<file path="src/rtl/reg_40xx_wr_arbiter_if.sv">
// ---------------------------------------------------------------------------
// reg_40xx_wr_arbiter_if
// Purpose : Bundles the three-producer write request channel and the two
//           register-file write ports driven by reg_40xx_wr_arbiter.
// Signals :
//   req_valid     [2:0]          per-producer request valid (bit i = producer i)
//   req_addr      [17:0]         producer i address at [6i+5:6i]
//   req_data      [3*WIDTH-1:0]  producer i data at [WIDTH*(i+1)-1:WIDTH*i]
//   req_ready     [2:0]          combinational grant, transfer on valid&ready
//   wr0_en/addr/data             register file write port 0 (registered)
//   wr1_en/addr/data             register file write port 1 (registered)
//   bad_addr                     sticky flag: an address >= 40 was accepted
//   collision_cnt [CNT_WIDTH-1:0] saturating count of same-address stall cycles
// Modports: master = producer/register-file side, slave = arbiter side.
// ---------------------------------------------------------------------------
interface reg_40xx_wr_arbiter_if #(
  parameter int WIDTH     = 64,
  parameter int CNT_WIDTH = 8
);
  logic [2:0]           req_valid;
  logic [17:0]          req_addr;
  logic [3*WIDTH-1:0]   req_data;
  logic [2:0]           req_ready;
  logic                 wr0_en;
  logic [5:0]           wr0_addr;
  logic [WIDTH-1:0]     wr0_data;
  logic                 wr1_en;
  logic [5:0]           wr1_addr;
  logic [WIDTH-1:0]     wr1_data;
  logic                 bad_addr;
  logic [CNT_WIDTH-1:0] collision_cnt;

  modport master (
    output req_valid, req_addr, req_data,
    input  req_ready, wr0_en, wr0_addr, wr0_data,
    input  wr1_en, wr1_addr, wr1_data, bad_addr, collision_cnt
  );

  modport slave (
    input  req_valid, req_addr, req_data,
    output req_ready, wr0_en, wr0_addr, wr0_data,
    output wr1_en, wr1_addr, wr1_data, bad_addr, collision_cnt
  );
endinterface

</file>
<file path="src/rtl/reg_40xx_wr_arbiter.sv">
// ---------------------------------------------------------------------------
// reg_40xx_wr_arbiter
// Purpose : Write-port arbiter for the 40-entry, 1-read/2-write register
//           file. Up to two of three producers are granted per cycle in
//           round-robin order; the two grants never target the same address,
//           so the file never sees a colliding write. Grants are registered
//           onto the wr0/wr1 ports one cycle later.
// Ports   :
//   i_clk  clock, all state updates on the rising edge
//   i_rst  synchronous active-low reset (asserted when 0)
//   bus    reg_40xx_wr_arbiter_if.slave, request channel + write ports
// ---------------------------------------------------------------------------
module reg_40xx_wr_arbiter #(
  parameter int WIDTH     = 64,
  parameter int CNT_WIDTH = 8
) (
  input logic                   i_clk,
  input logic                   i_rst,
  reg_40xx_wr_arbiter_if.slave  bus
);

  localparam logic [5:0] NUM_ENTRIES = 6'd40;

  logic [1:0]           r_rrPtr;
  logic                 r_wr0En;
  logic [5:0]           r_wr0Addr;
  logic [WIDTH-1:0]     r_wr0Data;
  logic                 r_wr1En;
  logic [5:0]           r_wr1Addr;
  logic [WIDTH-1:0]     r_wr1Data;
  logic                 r_badAddr;
  logic [CNT_WIDTH-1:0] r_collisionCnt;

  logic                 w_aFound;
  logic                 w_bFound;
  logic                 w_addrStall;
  logic [1:0]           w_aIdx;
  logic [1:0]           w_bIdx;
  logic [5:0]           w_aAddr;
  logic [5:0]           w_bAddr;
  logic [WIDTH-1:0]     w_aData;
  logic [WIDTH-1:0]     w_bData;
  logic [1:0]           w_idx;
  logic [5:0]           w_addr;
  logic [2:0]           w_ready;
  logic                 w_aIssue;
  logic                 w_bIssue;
  logic                 w_badSeen;

  // Producer visited at position 'step' of the scan starting at 'ptr'.
  function automatic logic [1:0] scanIdx(input logic [1:0] ptr, input logic [1:0] step);
    logic [2:0] sum;
    sum = {1'b0, ptr} + {1'b0, step};
    if (sum >= 3'd3) sum = sum - 3'd3;
    return sum[1:0];
  endfunction

  function automatic logic [1:0] nextPtr(input logic [1:0] idx);
    return (idx == 2'd2) ? 2'd0 : idx + 2'd1;
  endfunction

  // Scan producers in round-robin order. The first valid one takes slot A.
  // Later producers with slot A's address are skipped (a same-address stall);
  // the first one with a different address takes slot B and ends the search.
  // Out-of-range addresses still take part, so a bad slot A can stall others.
  always_comb begin
    w_aFound    = 1'b0;
    w_bFound    = 1'b0;
    w_addrStall = 1'b0;
    w_aIdx      = 2'd0;
    w_bIdx      = 2'd0;
    w_aAddr     = 6'd0;
    w_bAddr     = 6'd0;
    w_aData     = '0;
    w_bData     = '0;
    w_idx       = 2'd0;
    w_addr      = 6'd0;
    for (int k = 0; k < 3; k++) begin
      w_idx  = scanIdx(r_rrPtr, 2'(k));
      w_addr = bus.req_addr[6*w_idx +: 6];
      if (bus.req_valid[w_idx]) begin
        if (!w_aFound) begin
          w_aFound = 1'b1;
          w_aIdx   = w_idx;
          w_aAddr  = w_addr;
          w_aData  = bus.req_data[WIDTH*w_idx +: WIDTH];
        end else if (!w_bFound) begin
          if (w_addr == w_aAddr) begin
            w_addrStall = 1'b1;
          end else begin
            w_bFound = 1'b1;
            w_bIdx   = w_idx;
            w_bAddr  = w_addr;
            w_bData  = bus.req_data[WIDTH*w_idx +: WIDTH];
          end
        end
      end
    end
  end

  // Ready is withheld entirely while reset is asserted.
  always_comb begin
    w_ready = 3'b000;
    if (i_rst) begin
      if (w_aFound) w_ready[w_aIdx] = 1'b1;
      if (w_bFound) w_ready[w_bIdx] = 1'b1;
    end
  end

  assign w_aIssue  = w_aFound && (w_aAddr < NUM_ENTRIES);
  assign w_bIssue  = w_bFound && (w_bAddr < NUM_ENTRIES);
  assign w_badSeen = (w_aFound && !w_aIssue) || (w_bFound && !w_bIssue);

  // Issue stage: reset wins over any grant made in the same cycle. A bad
  // address is consumed (ready was given) but its port enable stays low and
  // the port's address/data keep their last issued values.
  always_ff @(posedge i_clk) begin
    if (!i_rst) begin
      r_rrPtr        <= 2'd0;
      r_wr0En        <= 1'b0;
      r_wr0Addr      <= 6'd0;
      r_wr0Data      <= '0;
      r_wr1En        <= 1'b0;
      r_wr1Addr      <= 6'd0;
      r_wr1Data      <= '0;
      r_badAddr      <= 1'b0;
      r_collisionCnt <= '0;
    end else begin
      r_wr0En <= w_aIssue;
      if (w_aIssue) begin
        r_wr0Addr <= w_aAddr;
        r_wr0Data <= w_aData;
      end
      r_wr1En <= w_bIssue;
      if (w_bIssue) begin
        r_wr1Addr <= w_bAddr;
        r_wr1Data <= w_bData;
      end
      if (w_badSeen) r_badAddr <= 1'b1;
      if (w_aFound) r_rrPtr <= w_bFound ? nextPtr(w_bIdx) : nextPtr(w_aIdx);
      if (w_addrStall && (r_collisionCnt != {CNT_WIDTH{1'b1}}))
        r_collisionCnt <= r_collisionCnt + {{(CNT_WIDTH-1){1'b0}}, 1'b1};
    end
  end

  assign bus.req_ready     = w_ready;
  assign bus.wr0_en        = r_wr0En;
  assign bus.wr0_addr      = r_wr0Addr;
  assign bus.wr0_data      = r_wr0Data;
  assign bus.wr1_en        = r_wr1En;
  assign bus.wr1_addr      = r_wr1Addr;
  assign bus.wr1_data      = r_wr1Data;
  assign bus.bad_addr      = r_badAddr;
  assign bus.collision_cnt = r_collisionCnt;

endmodule
</file>
<file path="src/flat_wrapper.sv">
// flat-port wrapper written by rule: the top's interface ports become plain ports
module reg_40xx_wr_arbiter_flat 
#(
  parameter int WIDTH     = 64,
  parameter int CNT_WIDTH = 8
)
  (i_clk, i_rst, bus_req_valid, bus_req_addr, bus_req_data, bus_req_ready, bus_wr0_en, bus_wr0_addr, bus_wr0_data, bus_wr1_en, bus_wr1_addr, bus_wr1_data, bus_bad_addr, bus_collision_cnt);
  reg_40xx_wr_arbiter_if #(.WIDTH(WIDTH), .CNT_WIDTH(CNT_WIDTH)) bus_i ();
  input logic i_clk;
  input logic i_rst;
  input wire logic [$bits(bus_i.req_valid)-1:0] bus_req_valid;
  input wire logic [$bits(bus_i.req_addr)-1:0] bus_req_addr;
  input wire logic [$bits(bus_i.req_data)-1:0] bus_req_data;
  output wire logic [$bits(bus_i.req_ready)-1:0] bus_req_ready;
  output wire logic [$bits(bus_i.wr0_en)-1:0] bus_wr0_en;
  output wire logic [$bits(bus_i.wr0_addr)-1:0] bus_wr0_addr;
  output wire logic [$bits(bus_i.wr0_data)-1:0] bus_wr0_data;
  output wire logic [$bits(bus_i.wr1_en)-1:0] bus_wr1_en;
  output wire logic [$bits(bus_i.wr1_addr)-1:0] bus_wr1_addr;
  output wire logic [$bits(bus_i.wr1_data)-1:0] bus_wr1_data;
  output wire logic [$bits(bus_i.bad_addr)-1:0] bus_bad_addr;
  output wire logic [$bits(bus_i.collision_cnt)-1:0] bus_collision_cnt;
  assign bus_i.req_valid = bus_req_valid;
  assign bus_i.req_addr = bus_req_addr;
  assign bus_i.req_data = bus_req_data;
  assign bus_req_ready = bus_i.req_ready;
  assign bus_wr0_en = bus_i.wr0_en;
  assign bus_wr0_addr = bus_i.wr0_addr;
  assign bus_wr0_data = bus_i.wr0_data;
  assign bus_wr1_en = bus_i.wr1_en;
  assign bus_wr1_addr = bus_i.wr1_addr;
  assign bus_wr1_data = bus_i.wr1_data;
  assign bus_bad_addr = bus_i.bad_addr;
  assign bus_collision_cnt = bus_i.collision_cnt;
  reg_40xx_wr_arbiter #(.WIDTH(WIDTH), .CNT_WIDTH(CNT_WIDTH)) u_core (.i_clk(i_clk), .i_rst(i_rst), .bus(bus_i));
endmodule
</file>
<file path="config.mk">
export PLATFORM = sky130hd
export DESIGN_NAME = reg_40xx_wr_arbiter_flat
export DESIGN_NICKNAME = d
export VERILOG_FILES = /design/src/rtl/reg_40xx_wr_arbiter_if.sv /design/src/rtl/reg_40xx_wr_arbiter.sv /design/src/flat_wrapper.sv
export SDC_FILE = /design/constraint.sdc
export NUM_CORES = 1
export LEC_CHECK = 0
export CORE_AREA = 3 3 156 158
export CTS_CLUSTER_SIZE = 28
export DETAILED_ROUTE_END_ITERATION = 12
export DIE_AREA = 0 0 159 161
export DONT_BUFFER_PORTS = 1
export PLACE_DENSITY_LB_ADDON = 0.05
export SKIP_CTS_REPAIR_TIMING = 1
export SLEW_MARGIN = 20
export SYNTH_ARGS = -nofsm -noshare
export SYNTH_HDL_FRONTEND = slang
export SYNTH_SLANG_ARGS = --single-unit
</file>
<file path="constraint.sdc">
create_clock -name i_clk -period 3.9 [get_ports i_clk]
set_input_delay 0.195 -clock i_clk [delete_from_list [all_inputs] [get_ports i_clk]]
set_output_delay 0.195 -clock i_clk [all_outputs]
set_load 0.01 [all_outputs]
</file>
-- After elaboration in Yosys (flattened, before gate mapping)
Index checks and enable logic that the tools add are counted.
- register bits after elaboration: 153
- output and inout bits: 154
- add/subtract/negate cells: 8
- multipliers: 3
- magnitude comparators: 12
- equality and inequality tests: 5
- shift-type cells: 6
- muxes and demuxes: 73
- bitwise logic cells: 1
- reduce and logical (&&, ||, !) cells: 10
- operator list (kind ; number):
    $mux 64 ; 12
    $shiftx 192x9->64 ; 3
    $mux 6 ; 12
    $shiftx 18x6->6 ; 3
    $mux 2 ; 18
    $mux 1 ; 22
    $lt 2x3->1 const B ; 5
    $eq 6x6->1 ; 2
    $lt 6x6->1 const B ; 2
    $mul 2x2->4 const A ; 3
    $mux 3 ; 4
    $add 8x1->8 const B ; 1
    $ne 8x8->1 const B ; 1
    $logic_and 1x1->1 ; 7
    $bmux 1 s2 ; 3
    $ge 3x2->1 const B ; 2
    $sub 2x2->2 const B ; 3
    $add 2x1->2 const B ; 2
    $demux 1 s2 ; 2
    $eq 2x2->1 const B ; 2
    $ge 2x1->1 const B ; 2
    $add 2x1->3 const B ; 1
    $add 2x2->3 const B ; 1
    $or 3x3->3 ; 1
    other kinds (3) ; 4

-- Longest topological paths before layout
- word-level depth: 20
- depth in mapped cells: 18
- depth with buffers taken out: 11

-- Worst setup path after synthesis
Ideal clock, no wire load.
- path type: reg2reg
- start point: register u_core.r_rrPtr[0]
- end point: register u_core.r_wr1Data[10], in the netlist u_core.bus.wr1_data[10]
- setup time: 0.081 ns
- data arrival time: 3.365 ns
- data required time: 3.819 ns
- path slack: 0.454 ns
- cell stages (with the launch flop): 19
- path through: dfxtp_1 inv_1 ha_1 buf_4 nor2b_2 buf_4 o2bb2ai_2 nand2_1 nor4_1 o32ai_2 o21a_1 buf_6 o41a_1 buf_2 and2_4 buf_6 buf_6 buf_6 a211oi_2
- longest elaborated chain between the ends: 15
- elaborated cells on any way between the ends: 55
- RTL lines (element ; line ; RTL):
    from (decl) ; reg_40xx_wr_arbiter.sv:24 ; logic [1:0] r_rrPtr;
    from (signal assigned) ; reg_40xx_wr_arbiter.sv:140 ; if (w_aFound) r_rrPtr <= w_bFound ? nextPtr(w_bIdx) : nextPtr(w_aIdx);
    $add 2x1->3 (tied with other cells) ; reg_40xx_wr_arbiter.sv:53 ; sum = {1'b0, ptr} + {1'b0, step};
    $ge 3x2->1 (tied with other cells) ; reg_40xx_wr_arbiter.sv:54 ; if (sum >= 3'd3) sum = sum - 3'd3;
    $mux 2 (tied with other cells) ; reg_40xx_wr_arbiter.sv:54 ;
    $mul 2x2->4 (tied with other cells) ; reg_40xx_wr_arbiter.sv:80 ; w_addr = bus.req_addr[6*w_idx +: 6];
    $shiftx 18x6->6 or $mux 6 (tied branches) ; reg_40xx_wr_arbiter.sv:80, reg_40xx_wr_arbiter.sv:81 ;
    $eq 6x6->1 ; reg_40xx_wr_arbiter.sv:88 ; if (w_addr == w_aAddr) begin
    $mux 6 ; reg_40xx_wr_arbiter.sv:88 ;
    $mux 6 ; reg_40xx_wr_arbiter.sv:82 ; if (!w_aFound) begin
    $mux 6 ; reg_40xx_wr_arbiter.sv:81 ; if (bus.req_valid[w_idx]) begin
    $mux 6 ; reg_40xx_wr_arbiter.sv:88 ;
    $mux 6 ; reg_40xx_wr_arbiter.sv:87 ; end else if (!w_bFound) begin
    $mux 6 ; reg_40xx_wr_arbiter.sv:82 ;
    $mux 6 ; reg_40xx_wr_arbiter.sv:81 ;
    $lt 6x6->1 ; reg_40xx_wr_arbiter.sv:111 ; assign w_bIssue = w_bFound && (w_bAddr < NUM_ENTRIES);
    $logic_and 1x1->1 ; reg_40xx_wr_arbiter.sv:111 ;
    to (signal assigned) ; reg_40xx_wr_arbiter.sv:137 ; r_wr1Data <= w_bData;
    to (decl) ; reg_40xx_wr_arbiter.sv:30 ; logic [WIDTH-1:0] r_wr1Data;
Several ways; a longest one is shown, not always the timed one. The select of a mux whose other input is x is not followed.
A chain may end at the register's enable or synchronous reset.

-- Worst setup path after layout
- start point: register u_core.r_rrPtr[1]
- end point: output port bus_req_ready[1]
- longest elaborated chain between the ends: 20
- elaborated cells on any way between the ends: 65
- RTL lines (element ; line ; RTL):
    $add 2x1->3 (tied with other cells) ; reg_40xx_wr_arbiter.sv:53 ;
    $ge 3x2->1 (tied with other cells) ; reg_40xx_wr_arbiter.sv:54 ;
    $mux 2 (tied with other cells) ; reg_40xx_wr_arbiter.sv:54 ;
    $mul 2x2->4 (tied with other cells) ; reg_40xx_wr_arbiter.sv:80 ;
    $shiftx 18x6->6 or $mux 6 (tied branches) ; reg_40xx_wr_arbiter.sv:80, reg_40xx_wr_arbiter.sv:81 ;
    $eq 6x6->1 ; reg_40xx_wr_arbiter.sv:88 ;
    $mux 2 ; reg_40xx_wr_arbiter.sv:88 ;
    $mux 2 ; reg_40xx_wr_arbiter.sv:82 ;
    (+4 left out) ; n/a ;
    $mux 2 ; reg_40xx_wr_arbiter.sv:81 ;
    $lt 2x3->1 (implied by the code) or $ge 2x1->1 (tied branches) ; reg_40xx_wr_arbiter.sv:106 ; if (w_bFound) w_ready[w_bIdx] = 1'b1;
    $logic_and 1x1->1 (implied by the code) ; reg_40xx_wr_arbiter.sv:106 ;
    $mux 1 (implied by the code) ; reg_40xx_wr_arbiter.sv:106 ;
    $demux 1 s2 ; n/a ;
    $or 3x3->3 (no line) ; n/a ;
    $mux 3 * ; reg_40xx_wr_arbiter.sv:106 ;
    $mux 3 * ; reg_40xx_wr_arbiter.sv:104 ; if (i_rst) begin
    to (decl) ; flat_wrapper.sv:14 ; output wire logic [$bits(bus_i.req_ready)-1:0] bus_req_ready;
Every way passes the cells marked *; elsewhere a longest branch is shown, timed or not. The select of a mux whose other input is x is not followed.

==> impl_metrics.py <==
metrics = {
    "setup_path": {
        "rrSetupSlack_ns": 0.15,
        "rr_endpoint": "u_core.bus.wr1_data[28]",
        "slowest_delay_ns": 0.35,
        "end_kind": "output port",
        "rr_worst_depth": 14,
        "cp_max_fo": 4,
        "slowest_stage": "dfxtp_4",
        "path_class": "register to output port",
        "reg2reg_from": "u_core.r_rrPtr[1]",
        "crit_required_ns": 3.70,
        "cpMostUsedCell": "buf_4",
        "crit_path_start_kind": "register",
        "worstPathArrival_ns": 3.64,
        "worstPathCellList": "inv_4, ha_4, buf_12, buf_4, mux2i_2, o22ai_2, or2_1, o32ai_2, o32ai_4, o21ai_4, buf_4, nand4_1, a211o_1, a21oi_2, buf_4",
    },
    "hold_path": {
        "hold_path_class": "input port to register",
        "worst_hold_path.num_cells": 3,
        "hold_path.startpoint": "i_rst",
        "hold-path-endpoint": "u_core.bus.wr1_data[48]",
    },
    "placement": {
        "post-place-ws_ns": -0.00412,
        "dp.final_hpwl_mm": 31.9,
        "gp_congestion": 0.952,
        "io_buffers": 0,
        "dpl.cell_count": 2099,
    },
    "run_status": {
        "outcome": "complete, but fails checks",
        "violations": "design-rule violations",
    },
    "logic_synthesis": {
        "async_reset_ff_frac": 0,
        "synth_top_family_by_area": "compound AO/OA/AOI/OAI gates",
        "syn-num-nets": 2131,
        "avgSynthCellArea_um2": 6.71,
        "syn_inst": 1912,
        "synth_edf_count": 0,
        "synthSimpleGateAreaFrac": 0.265,
        "synthAdderAreaFrac": 0.00390,
        "ys.flop_type": "dfxtp_1",
        "synth_cell_types": 68,
        "synth-seq-cells": 153,
        "synth_xor_area_frac": 0.00410,
        "muxShareOfSynthArea": 0.0696,
        "netlist_area_um2": 12800,
        "yosys_warnings": 0,
        "ys_seq_area_frac": 0.239,
        "synth_compound_area_frac": 0.350,
    },
    "global_routing": {
        "grt_start_max_net_pins": 110,
        "overflow": 0,
        "grt_pass1_vias": 13076,
        "grt_pass1_wl_mm": 75.3,
        "antenna_found_initial": 0,
        "gr-usage-all-layers": 0.359,
    },
    "power": {
        "ir_drop_mv": 0.690,
        "p_clk_frac": 0.130,
        "p_switching_uw": 7460,
        "seqPwrFrac": 0.201,
        "total_power_uw": 13900,
        "p_int_uw": 6450,
        "powerDensity_nw_per_um2": 974,
        "combPwrFrac": 0.669,
        "leakagePower_uw": 0.00518,
        "swShare": 0.536,
    },
    "layout": {
        "final_common_cell": "nor2_1",
        "drive_gt1_frac": 0.109,
        "antenna_cells": 0,
        "syn_to_final_growth_pct": 11.3,
        "stdcell_count": 2164,
        "layout_common_cells": "nor2_1, a21oi_1, nand2_1, dfxtp_1, a211oi_1",
        "fillers": 2252,
        "fin_nets": 2051,
    },
    "floorplanning": {
        "initial_core_util": 0.552,
        "num_io_pins": 369,
        "die_y_um": 161,
        "fp.dieW_um": 159,
        "die_area_um2": 25600,
        "core-area_um2": 23300,
        "rows": 56,
    },
    "sta": {
        "fmax_ghz": 0.261,
        "hold_viol_final": 0,
        "fin_setup_tns_ns": 0,
        "post-route-period-util": 0.984,
        "worst_pin_slew_ns": 0.922,
        "fin_crit_ns": 3.84,
        "slew_headroom": 0.385,
        "setup_viol": 0,
        "finalMaxSlewViolations": 0,
        "holdWs_ns": 0.0346,
        "fin_ws_ns": 0.0624,
        "skew_ns": 0.0182,
    },
    "routing": {
        "vias": 14469,
        "routed_wl_mm": 49.9,
        "postRouteAntennaNets": 0,
        "first_iter_violations": 1596,
        "drc": 2,
        "wl_per_cell_um": 23.1,
        "via_per_inst": 6.69,
        "drtPass1Iterations": 12,
    },
    "clocking": {
        "cts.path.max_buffers": 2,
        "root_buffer": "clkbuf_16",
        "cts.clk_slew.worst_paths_ns": 0.07,
        "tritoncts": "yes",
        "clk_latency_ns": 0.44,
        "cts_made_buffers": 17,
        "ctsHtreeMaxLevel": 4,
        "cts.sinks": 153,
    },
    "job": {
        "max-cap-violations": 0,
    },
}
layer usage:
metal  up-vias  share of wire  track usage
li1       6767              -            -
met4         0          0.037        0.156
met5         -              0            0
met3       117           0.10        0.112
met2       775           0.48        0.606
met1      6810           0.38        0.422
sequential cells by signal (all words and copies together), names as in the netlist:
register	count
u_core.bus.collision_cnt	8
u_core.r_rrPtr	2
u_core.bus.wr1_en	1
u_core.bus.wr0_addr	6
u_core.bus.wr0_en	1
u_core.bus.bad_addr	1
u_core.bus.wr1_addr	6
u_core.bus.wr1_data	64
u_core.bus.wr0_data	64
logic make-up (layout without fill, tap and decap cells):
group / after synthesis / in the layout
simple gates: 747 / 747
compound gates: 702 / 702
buf+inv: 211 / 144
flops: 153 / 153
mux: 89 / 89
xor+xnor: 6 / 6
fa+ha+maj: 4 / 4
per-stage QoR:
step / area (µm²) / util
after floorplan: 12800 / -
after global placement: 13100 / 0.564
after detailed placement: 13100 / 0.564
after CTS: 13700 / 0.590
after global routing: 14300 / 0.614
final: 14300 / 0.614
Yosys cell counts, types with 7 or more instances:
master	instances	area, µm²
a31oi_1	22	138
or3_1	9	56.3
a2bb2oi_1	7	61.3
a31o_2	8	70.1
nor2_1	346	1300
o21ai_0	76	380
inv_1	13	48.8
buf_1	31	116
nor2b_1	71	444
clkbuf_1	142	533
nor3_1	50	250
a211oi_2	9	113
nand4b_1	37	324
o211ai_1	56	420
dfxtp_1	153	3060
a21oi_1	329	1650
nand3_1	58	290
o221ai_1	8	70.1
a211oi_1	89	668
o21a_1	8	60.1
mux2i_1	87	871
o211a_1	38	380
nand2_1	152	571
o2bb2ai_1	11	96.3
buf_2	14	70.1
layout make-up:
type / count / area, µm² / share of cell area
Tap cell: 319 / 399 / 0.0280
Clock buffer: 17 / 425 / 0.0298
Sequential cell: 153 / 3070 / 0.215
Multi-Input combinational cell: 1548 / 9200 / 0.644
Inverter: 13 / 53.8 / 0.00377
Timing Repair Buffer: 99 / 935 / 0.0655
Clock inverter: 15 / 196 / 0.0138
critical path, delay by kind of cell (launching register included):
family	cells	cell delay, ns
adder cells (fa/ha/maj)	1	0.17
AO/OA/AOI/OAI	6	1.45
flip-flops	1	0.35
multiplexers	1	0.23
buffers and inverters	5	0.63
AND/OR/NAND/NOR	2	0.37
power by group through the flow:
stage / logic, µW / registers, µW / clock network [µW]
global placement: 8610 / 2820 / 0
global route: 10100 / 2830 / 1870
floorplan: 6530 / 2590 / 0
finish: 9310 / 2790 / 1800
CTS: 8750 / 2780 / 1810
detailed placement: 8720 / 2820 / 0
worst max path at each step:
stage / from / end / slack (ns)
after detailed placement: u_core.r_rrPtr[1] / u_core.bus.wr1_addr[2] / -0.004
final: u_core.r_rrPtr[1] / bus_req_ready[1] / 0.06
after floorplan: u_core.r_rrPtr[0] / u_core.bus.wr1_data[10] / 0.45
after global routing: u_core.r_rrPtr[1] / bus_req_ready[2] / -0.07
after CTS: u_core.r_rrPtr[1] / bus_req_ready[1] / -0.29
after global placement: u_core.r_rrPtr[1] / u_core.bus.wr1_addr[3] / 0.01
Power figures use the tool's default switching activity.
